### src/rtl/adc_cfg_pkg.sv
// Shared types and constants for the ADC serial configuration engine.
package adc_cfg_pkg;

  typedef enum logic [2:0] {
    ST_IDLE,
    ST_LOAD,
    ST_SHIFT,
    ST_HOLD,
    ST_GAP,
    ST_NEXT
  } state_e;

  localparam int unsigned DEF_NUM_ADC = 12;
  localparam int unsigned DEF_WORD_W  = 24;
  localparam int unsigned DEF_DEPTH   = 32;

  localparam int unsigned ADDR_W   = $clog2(DEF_DEPTH);
  localparam int unsigned BITCNT_W = $clog2(DEF_WORD_W + 1);
  localparam int unsigned CHIP_W   = $clog2(DEF_NUM_ADC);

  localparam logic RST_SCLK  = 1'b1;
  localparam logic RST_SDATA = 1'b0;
  localparam logic RST_BUSY  = 1'b0;
  localparam logic RST_DONE  = 1'b0;

  // Index width that stays at least one bit for single-entry ranges.
  function automatic int unsigned width_of(input int unsigned n);
    return (n < 2) ? 1 : $clog2(n);
  endfunction

endpackage

### src/rtl/adc_serial_cfg_if.sv
// Control handshake plus the shared serial bus of the ADC configurator.
interface adc_serial_cfg_if #(
  parameter int unsigned NUM_ADC = 12
);
  logic               START;
  logic               MODE;
  logic [NUM_ADC-1:0] MASK;
  logic [NUM_ADC-1:0] CS;
  logic               SCLK;
  logic               SDATA;
  logic               BUSY;
  logic               DONE;

  modport master (output START, MODE, MASK, input CS, SCLK, SDATA, BUSY, DONE);
  modport slave  (input START, MODE, MASK, output CS, SCLK, SDATA, BUSY, DONE);
endinterface

### src/rtl/adc_sclk_gen.sv
// SCLK divider: idles high, toggles every SCLK_HALF clocks while enabled,
// flags the clock in which each falling/rising edge is being registered.
module adc_sclk_gen
  import adc_cfg_pkg::*;
#(
  parameter int unsigned SCLK_HALF = 1
) (
  input  logic clk_i,
  input  logic rst_n_i,
  input  logic en_i,
  output logic sclk_o,
  output logic fall_strobe_o,
  output logic rise_strobe_o
);
  localparam int unsigned      CW   = width_of(SCLK_HALF);
  localparam logic [CW-1:0]    LAST = CW'(SCLK_HALF - 1);

  logic [CW-1:0] cnt_q;
  logic          sclk_q;
  logic          tick;

  assign tick          = en_i && (cnt_q == LAST);
  assign fall_strobe_o = tick && sclk_q;
  assign rise_strobe_o = tick && !sclk_q;
  assign sclk_o        = sclk_q;

  always_ff @(posedge clk_i or negedge rst_n_i) begin
    if (!rst_n_i) begin
      cnt_q  <= '0;
      sclk_q <= RST_SCLK;
    end else if (!en_i) begin
      cnt_q  <= '0;
      sclk_q <= 1'b1;
    end else if (tick) begin
      cnt_q  <= '0;
      sclk_q <= ~sclk_q;
    end else begin
      cnt_q  <= cnt_q + CW'(1);
    end
  end
endmodule

### src/rtl/adc_serial_cfg.sv
// Serial configuration engine: streams RAM words 0..LAST_ADDR MSB-first to the
// masked ADCs, either all at once or one chip after another.
module adc_serial_cfg
  import adc_cfg_pkg::*;
#(
  parameter int unsigned NUM_ADC   = 12,
  parameter int unsigned WORD_W    = 24,
  parameter int unsigned DEPTH     = 32,
  parameter int unsigned LAST_ADDR = 16,
  parameter int unsigned SCLK_HALF = 1,
  parameter int unsigned CS_GAP    = 2
) (
  input  logic                          CLK,
  input  logic                          RST_N,
  adc_serial_cfg_if.slave               bus,
  input  logic                          MEM_WE,
  input  logic [width_of(DEPTH)-1:0]    MEM_WADDR,
  input  logic [WORD_W-1:0]             MEM_WDATA,
  input  logic [width_of(DEPTH)-1:0]    MEM_RADDR,
  output logic [WORD_W-1:0]             MEM_RDATA
);
  localparam int unsigned AW = width_of(DEPTH);
  localparam int unsigned BW = $clog2(WORD_W + 1);
  localparam int unsigned IW = width_of(NUM_ADC);
  localparam int unsigned GW = $clog2(CS_GAP + 1);

  logic [WORD_W-1:0]  mem_q [DEPTH];
  state_e             state_q;
  logic               mode_q;
  logic [NUM_ADC-1:0] mask_q;
  logic [NUM_ADC-1:0] cs_q;
  logic [AW-1:0]      addr_q;
  logic [IW-1:0]      chip_q;
  logic [BW-1:0]      bitcnt_q;
  logic [GW-1:0]      gap_q;
  logic [WORD_W-1:0]  shreg_q;
  logic               busy_q;
  logic               done_q;

  logic               sclk, fall_stb, rise_stb;
  logic [IW-1:0]      first_idx_d, next_idx_d;
  logic               next_found_d;
  logic               last_word;
  logic [GW-1:0]      gap_end;

  function automatic logic [NUM_ADC-1:0] onehot(input logic [IW-1:0] idx);
    return NUM_ADC'(1) << idx;
  endfunction

  always_ff @(posedge CLK) begin
    if (MEM_WE) mem_q[MEM_WADDR] <= MEM_WDATA;
  end
  assign MEM_RDATA = mem_q[MEM_RADDR];

  // Lowest masked chip overall, and lowest masked chip above the current one.
  always_comb begin
    first_idx_d  = '0;
    next_idx_d   = '0;
    next_found_d = 1'b0;
    for (int unsigned i = NUM_ADC; i > 0; i--) begin
      if (bus.MASK[i-1]) first_idx_d = IW'(i - 1);
      if (mask_q[i-1] && ((i - 1) > 32'(chip_q))) begin
        next_idx_d   = IW'(i - 1);
        next_found_d = 1'b1;
      end
    end
  end

  // NEXT doubles as the final gap cycle of a pass, so GAP is one cycle
  // shorter after the last word and a pass stays a whole number of frames.
  assign last_word = (addr_q == AW'(LAST_ADDR));
  assign gap_end   = last_word ? GW'(CS_GAP - 2) : GW'(CS_GAP - 1);

  adc_sclk_gen #(.SCLK_HALF(SCLK_HALF)) u_sclk (
    .clk_i         (CLK),
    .rst_n_i       (RST_N),
    .en_i          (state_q == ST_SHIFT),
    .sclk_o        (sclk),
    .fall_strobe_o (fall_stb),
    .rise_strobe_o (rise_stb)
  );

  always_ff @(posedge CLK or negedge RST_N) begin
    if (!RST_N) begin
      state_q  <= ST_IDLE;
      mode_q   <= 1'b0;
      mask_q   <= '0;
      cs_q     <= '0;
      addr_q   <= '0;
      chip_q   <= '0;
      bitcnt_q <= '0;
      gap_q    <= '0;
      shreg_q  <= {WORD_W{RST_SDATA}};
      busy_q   <= RST_BUSY;
      done_q   <= RST_DONE;
    end else begin
      case (state_q)
        ST_IDLE: if (bus.START) begin
          mode_q   <= bus.MODE;
          mask_q   <= bus.MASK;
          busy_q   <= 1'b1;
          done_q   <= 1'b0;
          addr_q   <= '0;
          chip_q   <= first_idx_d;
          gap_q    <= '0;
          if (bus.MASK == '0) begin
            state_q <= ST_NEXT;
          end else begin
            state_q <= ST_LOAD;
            cs_q    <= bus.MODE ? onehot(first_idx_d) : bus.MASK;
          end
        end
        ST_LOAD: begin
          shreg_q  <= mem_q[addr_q];
          bitcnt_q <= '0;
          state_q  <= ST_SHIFT;
        end
        ST_SHIFT: begin
          if (fall_stb && (bitcnt_q != '0)) shreg_q <= {shreg_q[WORD_W-2:0], 1'b0};
          if (rise_stb) begin
            bitcnt_q <= bitcnt_q + BW'(1);
            if (bitcnt_q == BW'(WORD_W - 1)) state_q <= ST_HOLD;
          end
        end
        ST_HOLD: begin
          cs_q    <= '0;
          gap_q   <= '0;
          state_q <= (last_word && (CS_GAP == 1)) ? ST_NEXT : ST_GAP;
        end
        ST_GAP: begin
          if (gap_q == gap_end) begin
            gap_q <= '0;
            if (last_word) begin
              state_q <= ST_NEXT;
            end else begin
              addr_q  <= addr_q + AW'(1);
              state_q <= ST_LOAD;
              cs_q    <= mode_q ? onehot(chip_q) : mask_q;
            end
          end else begin
            gap_q <= gap_q + GW'(1);
          end
        end
        ST_NEXT: begin
          if (mode_q && next_found_d) begin
            chip_q  <= next_idx_d;
            addr_q  <= '0;
            state_q <= ST_LOAD;
            cs_q    <= onehot(next_idx_d);
          end else begin
            busy_q  <= 1'b0;
            done_q  <= 1'b1;
            state_q <= ST_IDLE;
          end
        end
        default: state_q <= ST_IDLE;
      endcase
    end
  end

  assign bus.CS    = cs_q;
  assign bus.SCLK  = sclk;
  assign bus.SDATA = shreg_q[WORD_W-1];
  assign bus.BUSY  = busy_q;
  assign bus.DONE  = done_q;
endmodule

### src/flat_wrapper.sv
// flat-port wrapper written by rule: the top's interface ports become plain ports
module adc_serial_cfg_flat import adc_cfg_pkg::*;
#(
  parameter int unsigned NUM_ADC   = 12,
  parameter int unsigned WORD_W    = 24,
  parameter int unsigned DEPTH     = 32,
  parameter int unsigned LAST_ADDR = 16,
  parameter int unsigned SCLK_HALF = 1,
  parameter int unsigned CS_GAP    = 2
)
  (CLK, RST_N, MEM_WE, MEM_WADDR, MEM_WDATA, MEM_RADDR, MEM_RDATA, bus_START, bus_MODE, bus_MASK, bus_CS, bus_SCLK, bus_SDATA, bus_BUSY, bus_DONE);
  adc_serial_cfg_if #(.NUM_ADC(NUM_ADC)) bus_i ();
  input  logic CLK;
  input  logic RST_N;
  input  logic MEM_WE;
  input  logic [width_of(DEPTH)-1:0] MEM_WADDR;
  input  logic [WORD_W-1:0] MEM_WDATA;
  input  logic [width_of(DEPTH)-1:0] MEM_RADDR;
  output logic [WORD_W-1:0] MEM_RDATA;
  input wire logic [$bits(bus_i.START)-1:0] bus_START;
  input wire logic [$bits(bus_i.MODE)-1:0] bus_MODE;
  input wire logic [$bits(bus_i.MASK)-1:0] bus_MASK;
  output wire logic [$bits(bus_i.CS)-1:0] bus_CS;
  output wire logic [$bits(bus_i.SCLK)-1:0] bus_SCLK;
  output wire logic [$bits(bus_i.SDATA)-1:0] bus_SDATA;
  output wire logic [$bits(bus_i.BUSY)-1:0] bus_BUSY;
  output wire logic [$bits(bus_i.DONE)-1:0] bus_DONE;
  assign bus_i.START = bus_START;
  assign bus_i.MODE = bus_MODE;
  assign bus_i.MASK = bus_MASK;
  assign bus_CS = bus_i.CS;
  assign bus_SCLK = bus_i.SCLK;
  assign bus_SDATA = bus_i.SDATA;
  assign bus_BUSY = bus_i.BUSY;
  assign bus_DONE = bus_i.DONE;
  adc_serial_cfg #(.NUM_ADC(NUM_ADC), .WORD_W(WORD_W), .DEPTH(DEPTH), .LAST_ADDR(LAST_ADDR), .SCLK_HALF(SCLK_HALF), .CS_GAP(CS_GAP)) u_core (.CLK(CLK), .RST_N(RST_N), .bus(bus_i), .MEM_WE(MEM_WE), .MEM_WADDR(MEM_WADDR), .MEM_WDATA(MEM_WDATA), .MEM_RADDR(MEM_RADDR), .MEM_RDATA(MEM_RDATA));
endmodule
### config.mk
export PLATFORM = sky130hd
export DESIGN_NAME = adc_serial_cfg_flat
export DESIGN_NICKNAME = d
export VERILOG_FILES = /design/src/rtl/adc_cfg_pkg.sv /design/src/rtl/adc_serial_cfg_if.sv /design/src/rtl/adc_sclk_gen.sv /design/src/rtl/adc_serial_cfg.sv /design/src/flat_wrapper.sv
export SDC_FILE = /design/constraint.sdc
export NUM_CORES = 1
export LEC_CHECK = 0
export BUFFER_PORTS_ARGS = -buffer_cell sky130_fd_sc_hd__buf_4
export CAP_MARGIN = 20
export CORE_ASPECT_RATIO = 0.7
export CORE_MARGIN = 3
export CORE_UTILIZATION = 51
export DETAILED_ROUTE_END_ITERATION = 8
export GPL_TIMING_DRIVEN = 0
export PLACE_DENSITY = 0.73
export SYNTH_ARGS = -nofsm -noshare
export SYNTH_HDL_FRONTEND = slang
export SYNTH_SLANG_ARGS = --single-unit
### constraint.sdc
create_clock -name CLK -period 3.9 [get_ports CLK]
set_input_delay 0.195 -clock CLK [delete_from_list [all_inputs] [get_ports CLK]]
set_output_delay 0.195 -clock CLK [all_outputs]
set_load 0.05 [all_outputs]
## Word level (Yosys, flattened, before mapping)

Memories as Yosys holds them, arrays and structs flattened.
Cells that the tools add are included.

- Register bits: 72
- RAM bits: 768
- Memory bits (read-only): 0
- Logic and storage cells: 164
- Input bits: 51
- Memories kept: 1
- Latch bits: 0

- Reductions and logical operators: 34
- Shifts and indexed selects: 3
- Add/sub/neg operators: 4
- Bitwise operators: 2
- Multiply operators: 0
- Magnitude comparators: 11
- Multiplexer cells: 78
- Equal/unequal tests: 18
- Divide/modulo/power cells: 0

Memories:

| name | words | bits a word | read ports | clocked after Yosys merged registers in | wr ports | line | RTL |
|---|---|---|---|---|---|---|---|
| u_core.mem_q | 32 | 24 | 2 | 0 | 1 | adc_serial_cfg.sv:27 | `logic [WORD_W-1:0] mem_q [DEPTH];` |

Operators with widths:

| kind | number |
|---|---|
| $mux W4 | 25 |
| $mux W12 | 7 |
| $pmux W12 S4 | 1 |
| $pmux W24 S2 | 1 |
| $shl A1 B4 Y12 const A | 3 |
| $mux W5 | 5 |
| $mux W24 | 1 |
| $mux W1 | 23 |
| $mux W3 | 6 |
| $pmux W3 S6 | 1 |
| $gt A3 B4 Y1 const A | 4 |
| $gt A4 B4 Y1 const A | 4 |
| $logic_and A1 B1 Y1 | 16 |
| $pmux W5 S3 | 1 |
| $logic_not A12 Y1 | 1 |
| $ne A2 B1 Y1 const B | 6 |
| $add A5 B1 Y5 const B | 2 |
| $eq A5 B5 Y1 const B | 2 |
| $pmux W5 S2 | 1 |
| $gt A2 B4 Y1 const A | 2 |
| $ne A2 B2 Y1 const B | 4 |
| $pmux W4 S2 | 1 |
| $reduce_and A2 Y1 | 4 |
| $eq A3 B2 Y1 const B | 2 |
| other kinds (20) | 27 |

## Depth between registers and ports, before layout

- Depth after elaboration: 17
- Depth in mapped cells: 12

## By module

From an unflattened synthesis, not the netlist that was laid out.

- Cells, all modules: 1,994
- Area, all modules: 39,534.2 um^2

By module, submodules not included:

| module | area each (um^2) | seq. area each (um^2) | times used | cells each |
|---|---|---|---|---|
| adc_serial_cfg | 39,449.1 | 24,813.8 | 1 | 1,987 |
| adc_sclk_gen | 85.1 | 51.3 | 1 | 7 |

## Least setup slack after synthesis

No wires, ideal clock.

- Path type: register to register
- Start: register u_core.addr_q[1]
- End: register u_core.addr_q[0]
- Buffers on the path: 3
- Slack: 1.234 ns
- Stages on the path, launching flop included: 11
- Arrival time: 2.538 ns
- Setup time: 0.128 ns
- Data required time: 3.772 ns
- Clock period less this slack: 2.666 ns
- Cell sequence: dfrtp_1 -> clkbuf_1 -> clkbuf_1 -> buf_1 -> inv_1 -> ha_1 -> and4bb_1 -> a2bb2oi_1 -> nor3_1 -> o21bai_1 -> mux2_1

- Word-level cells in the longest chain between the ends: 5

Ends and longest elaborated chain:

| what | line | RTL |
|---|---|---|
| from (decl) | adc_serial_cfg.sv:32 | `logic [AW-1:0] addr_q;` |
| from (signal assigned) | adc_serial_cfg.sv:136 | `addr_q <= addr_q + AW'(1);` |
| $eq A5 B5 Y1 * | adc_serial_cfg.sv:71 | `assign last_word = (addr_q == AW'(LAST_ADDR));` |
| $mux W1 | adc_serial_cfg.sv:72 | `assign gap_end = last_word ? GW'(CS_GAP - 2) : GW'(CS_GAP - 1);` |
| $eq A2 B2 Y1 | adc_serial_cfg.sv:131 | `if (gap_q == gap_end) begin` |
| $ne A2 B1 Y1 (no line) | -- |  |
| $reduce_and A5 Y1 (no line) * | -- |  |

Mark *: on every way between the ends. The rest lies on a longest branch, timed or not.
A chain may end at the register's enable or synchronous reset.

## Worst setup path in the final report

- Start: register u_core.addr_q[1]
- End: register u_core.shreg_q[14]

- Word-level cells in the longest chain between the ends: 2

Ends and longest elaborated chain:

| what | line | RTL |
|---|---|---|
| $mem_v2 Z32 W24 | -- |  |
| $pmux W24 S2 | adc_serial_cfg.sv:97 | `case (state_q)` |
| to (signal assigned) | adc_serial_cfg.sv:93 | `shreg_q <= {WORD_W{RST_SDATA}};` |
| to (signal assigned) | adc_serial_cfg.sv:114 | `shreg_q <= mem_q[addr_q];` |
| to (signal assigned) | adc_serial_cfg.sv:119 | `if (fall_stb && (bitcnt_q != '0)) shreg_q <= {shreg_q[WORD_W-2:0], 1'b0};` |
| to (decl) | adc_serial_cfg.sv:36 | `logic [WORD_W-1:0] shreg_q;` |

No other way between the ends.

==> results.cfg <==
[global_route]
grt_max_degree = 73
global_route.usage.total_pct = 30.6
global_route_wire_length_before_repair_mm = 172
first_global_vias = 23500
globalRoute.totalOverflow = 0
antenna_found_initial = 2

[timing]
tns_ns = 0
timing.max_slew.rel_slack_pct = 16.0
min_period_over_period_pct = 95.0
finalSetupViolCount = 0
finalWorstPathRequiredPeriod_ns = 3.71
final_hold_viol_count = 0
timing.final.max_slew_violations = 0
max_freq_mhz = 270
final_skew_ns = 0.0164
tightestPinTransition_ns = 1.26
grt_setup_unrepaired = no

[setup_path]
crit_chain = clkbuf_1, clkbuf_1, clkbuf_1, mux4_2, mux4_2, mux2i_1, o221ai_1
timing.critical_path.arrival_ns = 4.18
worst_setup_path_end_kind = register
critical_path.startpoint = u_core.addr_q[1]
cp_slowest_cell = sky130_fd_sc_hd__clkbuf_1
timing.critical_path.fanout_max = 10
worst_setup_path_endpoint = u_core.shreg_q[14]
path_class = register to register
worstPathRequired_ns = 4.37
reg2reg_to = u_core.shreg_q[14]
reg2reg_setup_slack_ns = 0.19
type_of_origin_of_the_critical_path = register
ff2ff_path_depth = 7
worst_path_most_repeated_cell = sky130_fd_sc_hd__clkbuf_1
cpPeakStageDelay_ns = 0.90
crit-reg2reg-launch = u_core.addr_q[1]

[layout]
final_cells = 3287
multiInputGateArea_um2 = 14100
final_common_cell = sky130_fd_sc_hd__edfxtp_1
fin_nets = 2240
finish.instance_area_um2 = 45600
final_core_utilization_pct = 60.2
final-seq-area_um2 = 24900
most_used_cells_in_the_layout_excluding_fill_and_tap_cells = sky130_fd_sc_hd__edfxtp_1 (768), sky130_fd_sc_hd__mux4_2 (480), sky130_fd_sc_hd__clkbuf_1 (100), sky130_fd_sc_hd__buf_4 (97), sky130_fd_sc_hd__nand2_1 (84)
flow.area_growth_from_synthesis_pct = 15.8
layout-drive-gt1-share_pct = 37.8
fillerInstances = 5216

[synthesis]
postSynthNetCount = 1980
synthFlopType = sky130_fd_sc_hd__edfxtp_1
syn-cell-area_um2 = 39400
synthDominantAreaCellType = sky130_fd_sc_hd__edfxtp_1
synth_instances = 1925
synth_largest_type_area_fraction_pct = 58.5
ys_ff_latch = 840
synth_enable_flop_cells = 768
post_synth_main_area_contributors = sky130_fd_sc_hd__edfxtp_1 (59%), sky130_fd_sc_hd__mux4_2 (27%), sky130_fd_sc_hd__dfrtp_1 (4.5%)
post_synth_num_cell_types = 69
synth_area_per_cell_um2 = 20.5
yosys_warnings = 0
ys_async_sr_fraction_pct = 8.57
synth_sequential_area_ratio_pct = 63.1

[die]
initial_core_util_pct = 52.0
core_area_um2 = 75800
die_h_um = 239
fp.dieArea_um2 = 80700
die-width_um = 338
top_level_ports = 91
placement_rows = 84

[route]
via_per_inst = 7.17
detailroute.via_count = 23600
ant_nets = 0
first_iter_violations = 4312
drc_markers = 0
finalWirelength_mm = 122
drt_pass1_iterations = 6
detail_route.wl_per_cell_um = 37.2

[clock_network]
cts.sinks = 840
clock_latency_ns = 0.65
path_clk_slew_ns = 0.07
cts_setup_buffers = 0
tritoncts = yes
cts_buffer_depth = 3
clock_tree.root_cell = sky130_fd_sc_hd__clkbuf_16
tritoncts.num_buffers = 81
ctsHtreeMaxLevel = 3

[hold_path]
hold_path_class = input pin to register
min-delay-start = bus_MODE
hold_path_cell_cnt = 3

[pwr]
power_density_nw_per_um2 = 558
p_leak_nw = 14.2
irDropWorstVdd_uv = 456
power_mw = 25.4

[placement]
port_buffers = 85
place_hpwl_mm = 85.8
post-place-cells = 3085
dpl_cell_area_um2 = 42500
gp_congestion = 0.889

[flow_run]
drv_cap = 0

[run_status]
status = completed
report_power, final:
group	internal (mW)	total, mW	switching (mW)
sequential	10.2	10.6	0.321
clock	4.27	7.72	3.45
combinational	3.00	7.16	4.15
synthesized netlist by cell type, types with 14 or more instances:
library cell               count
sky130_fd_sc_hd__clkbuf_1     80
sky130_fd_sc_hd__nor2_1       61
sky130_fd_sc_hd__mux4_2      480
sky130_fd_sc_hd__mux2_1       17
sky130_fd_sc_hd__mux2_2       24
sky130_fd_sc_hd__mux2i_1      28
sky130_fd_sc_hd__dfrtp_1      71
sky130_fd_sc_hd__o221ai_1     23
sky130_fd_sc_hd__a21oi_1      18
sky130_fd_sc_hd__edfxtp_1    768
sky130_fd_sc_hd__nor2b_1      20
sky130_fd_sc_hd__buf_2        37
sky130_fd_sc_hd__nand2_1      84
sky130_fd_sc_hd__a31oi_1      14
cell families after synthesis:
logic type | Yosys count | synth area share, %
and+or+nand+nor | 225 | 2.75
xor gates and xnor gates | 8 | 0.178
buffers and inverters | 156 | 1.79
other | 1 | 0.00952
muxes | 549 | 29.3
AOI/OAI and AO/OA | 142 | 2.70
DFF | 840 | 63.1
adders and majority gates | 4 | 0.127
repair_timing:
item / CTS / global route
hold endpoints to repair: 854 / 11
endpoints found under the setup margin: 13 / 0
gates resized for setup: 3 / 0
hold buffers: 39 / 1
sequential cells by signal, indices dropped and copies added (netlist names), 2 cells and up:
name and count:
u_core.mem_q 768, u_core.shreg_q 24, u_core.bus.CS 12, u_core.mask_q 12, u_core.addr_q 5, u_core.bitcnt_q 5
u_core.chip_q 4, u_core.state_q 3, u_core.gap_q 2
stage by stage:
step | hold slack (ns) | setup slack, ns
floorplan | -0.101 | 1.23
global placement | 0.430 | -0.372
detailed placement | 0.447 | -0.115
CTS | 0.294 | 0.261
global route | 0.358 | 0.00226
finish | 0.336 | 0.193
worst min-delay path by stage:
| stage | to | slack (ns) |
|---|---|---|
| after floorplan | u_core.addr_q[0] | -0.10 |
| after global placement | u_core.bus.CS[10] | 0.43 |
| after detailed placement | u_core.bus.CS[6] | 0.45 |
| after CTS | u_core.bus.CS[6] | 0.29 |
| after global routing | u_core.mode_q | 0.36 |
| final | u_core.mode_q | 0.34 |
layout make-up:
class	count	share of cell area, %
Antenna cell	3	0.0165
Buffer	145	1.47
Clock buffer	108	4.75
Clock inverter	42	0.809
Inverter	11	0.0905
Multi-Input combinational cell	929	30.8
Sequential cell	840	54.5
Tap cell	1032	2.83
Timing Repair Buffer	177	4.72
worst max-delay path, delay by kind of cell, from the launching register on:
kind	cells	cell delay, ns
mux	3	1.20
compound gates	1	0.20
buf+inv	3	1.73
flops	1	0.37
layer usage:
layer | part of all wire, % | global-route usage (%) | up-vias
met1 | 39 | 45.6 | 12400
met5 | 0 | 0 | -
met2 | 42 | 41.8 | 1943
li1 | - | - | 8909
met4 | 3.7 | 10.7 | 0
met3 | 16 | 11.6 | 270
(Power assumes the default switching activity.)
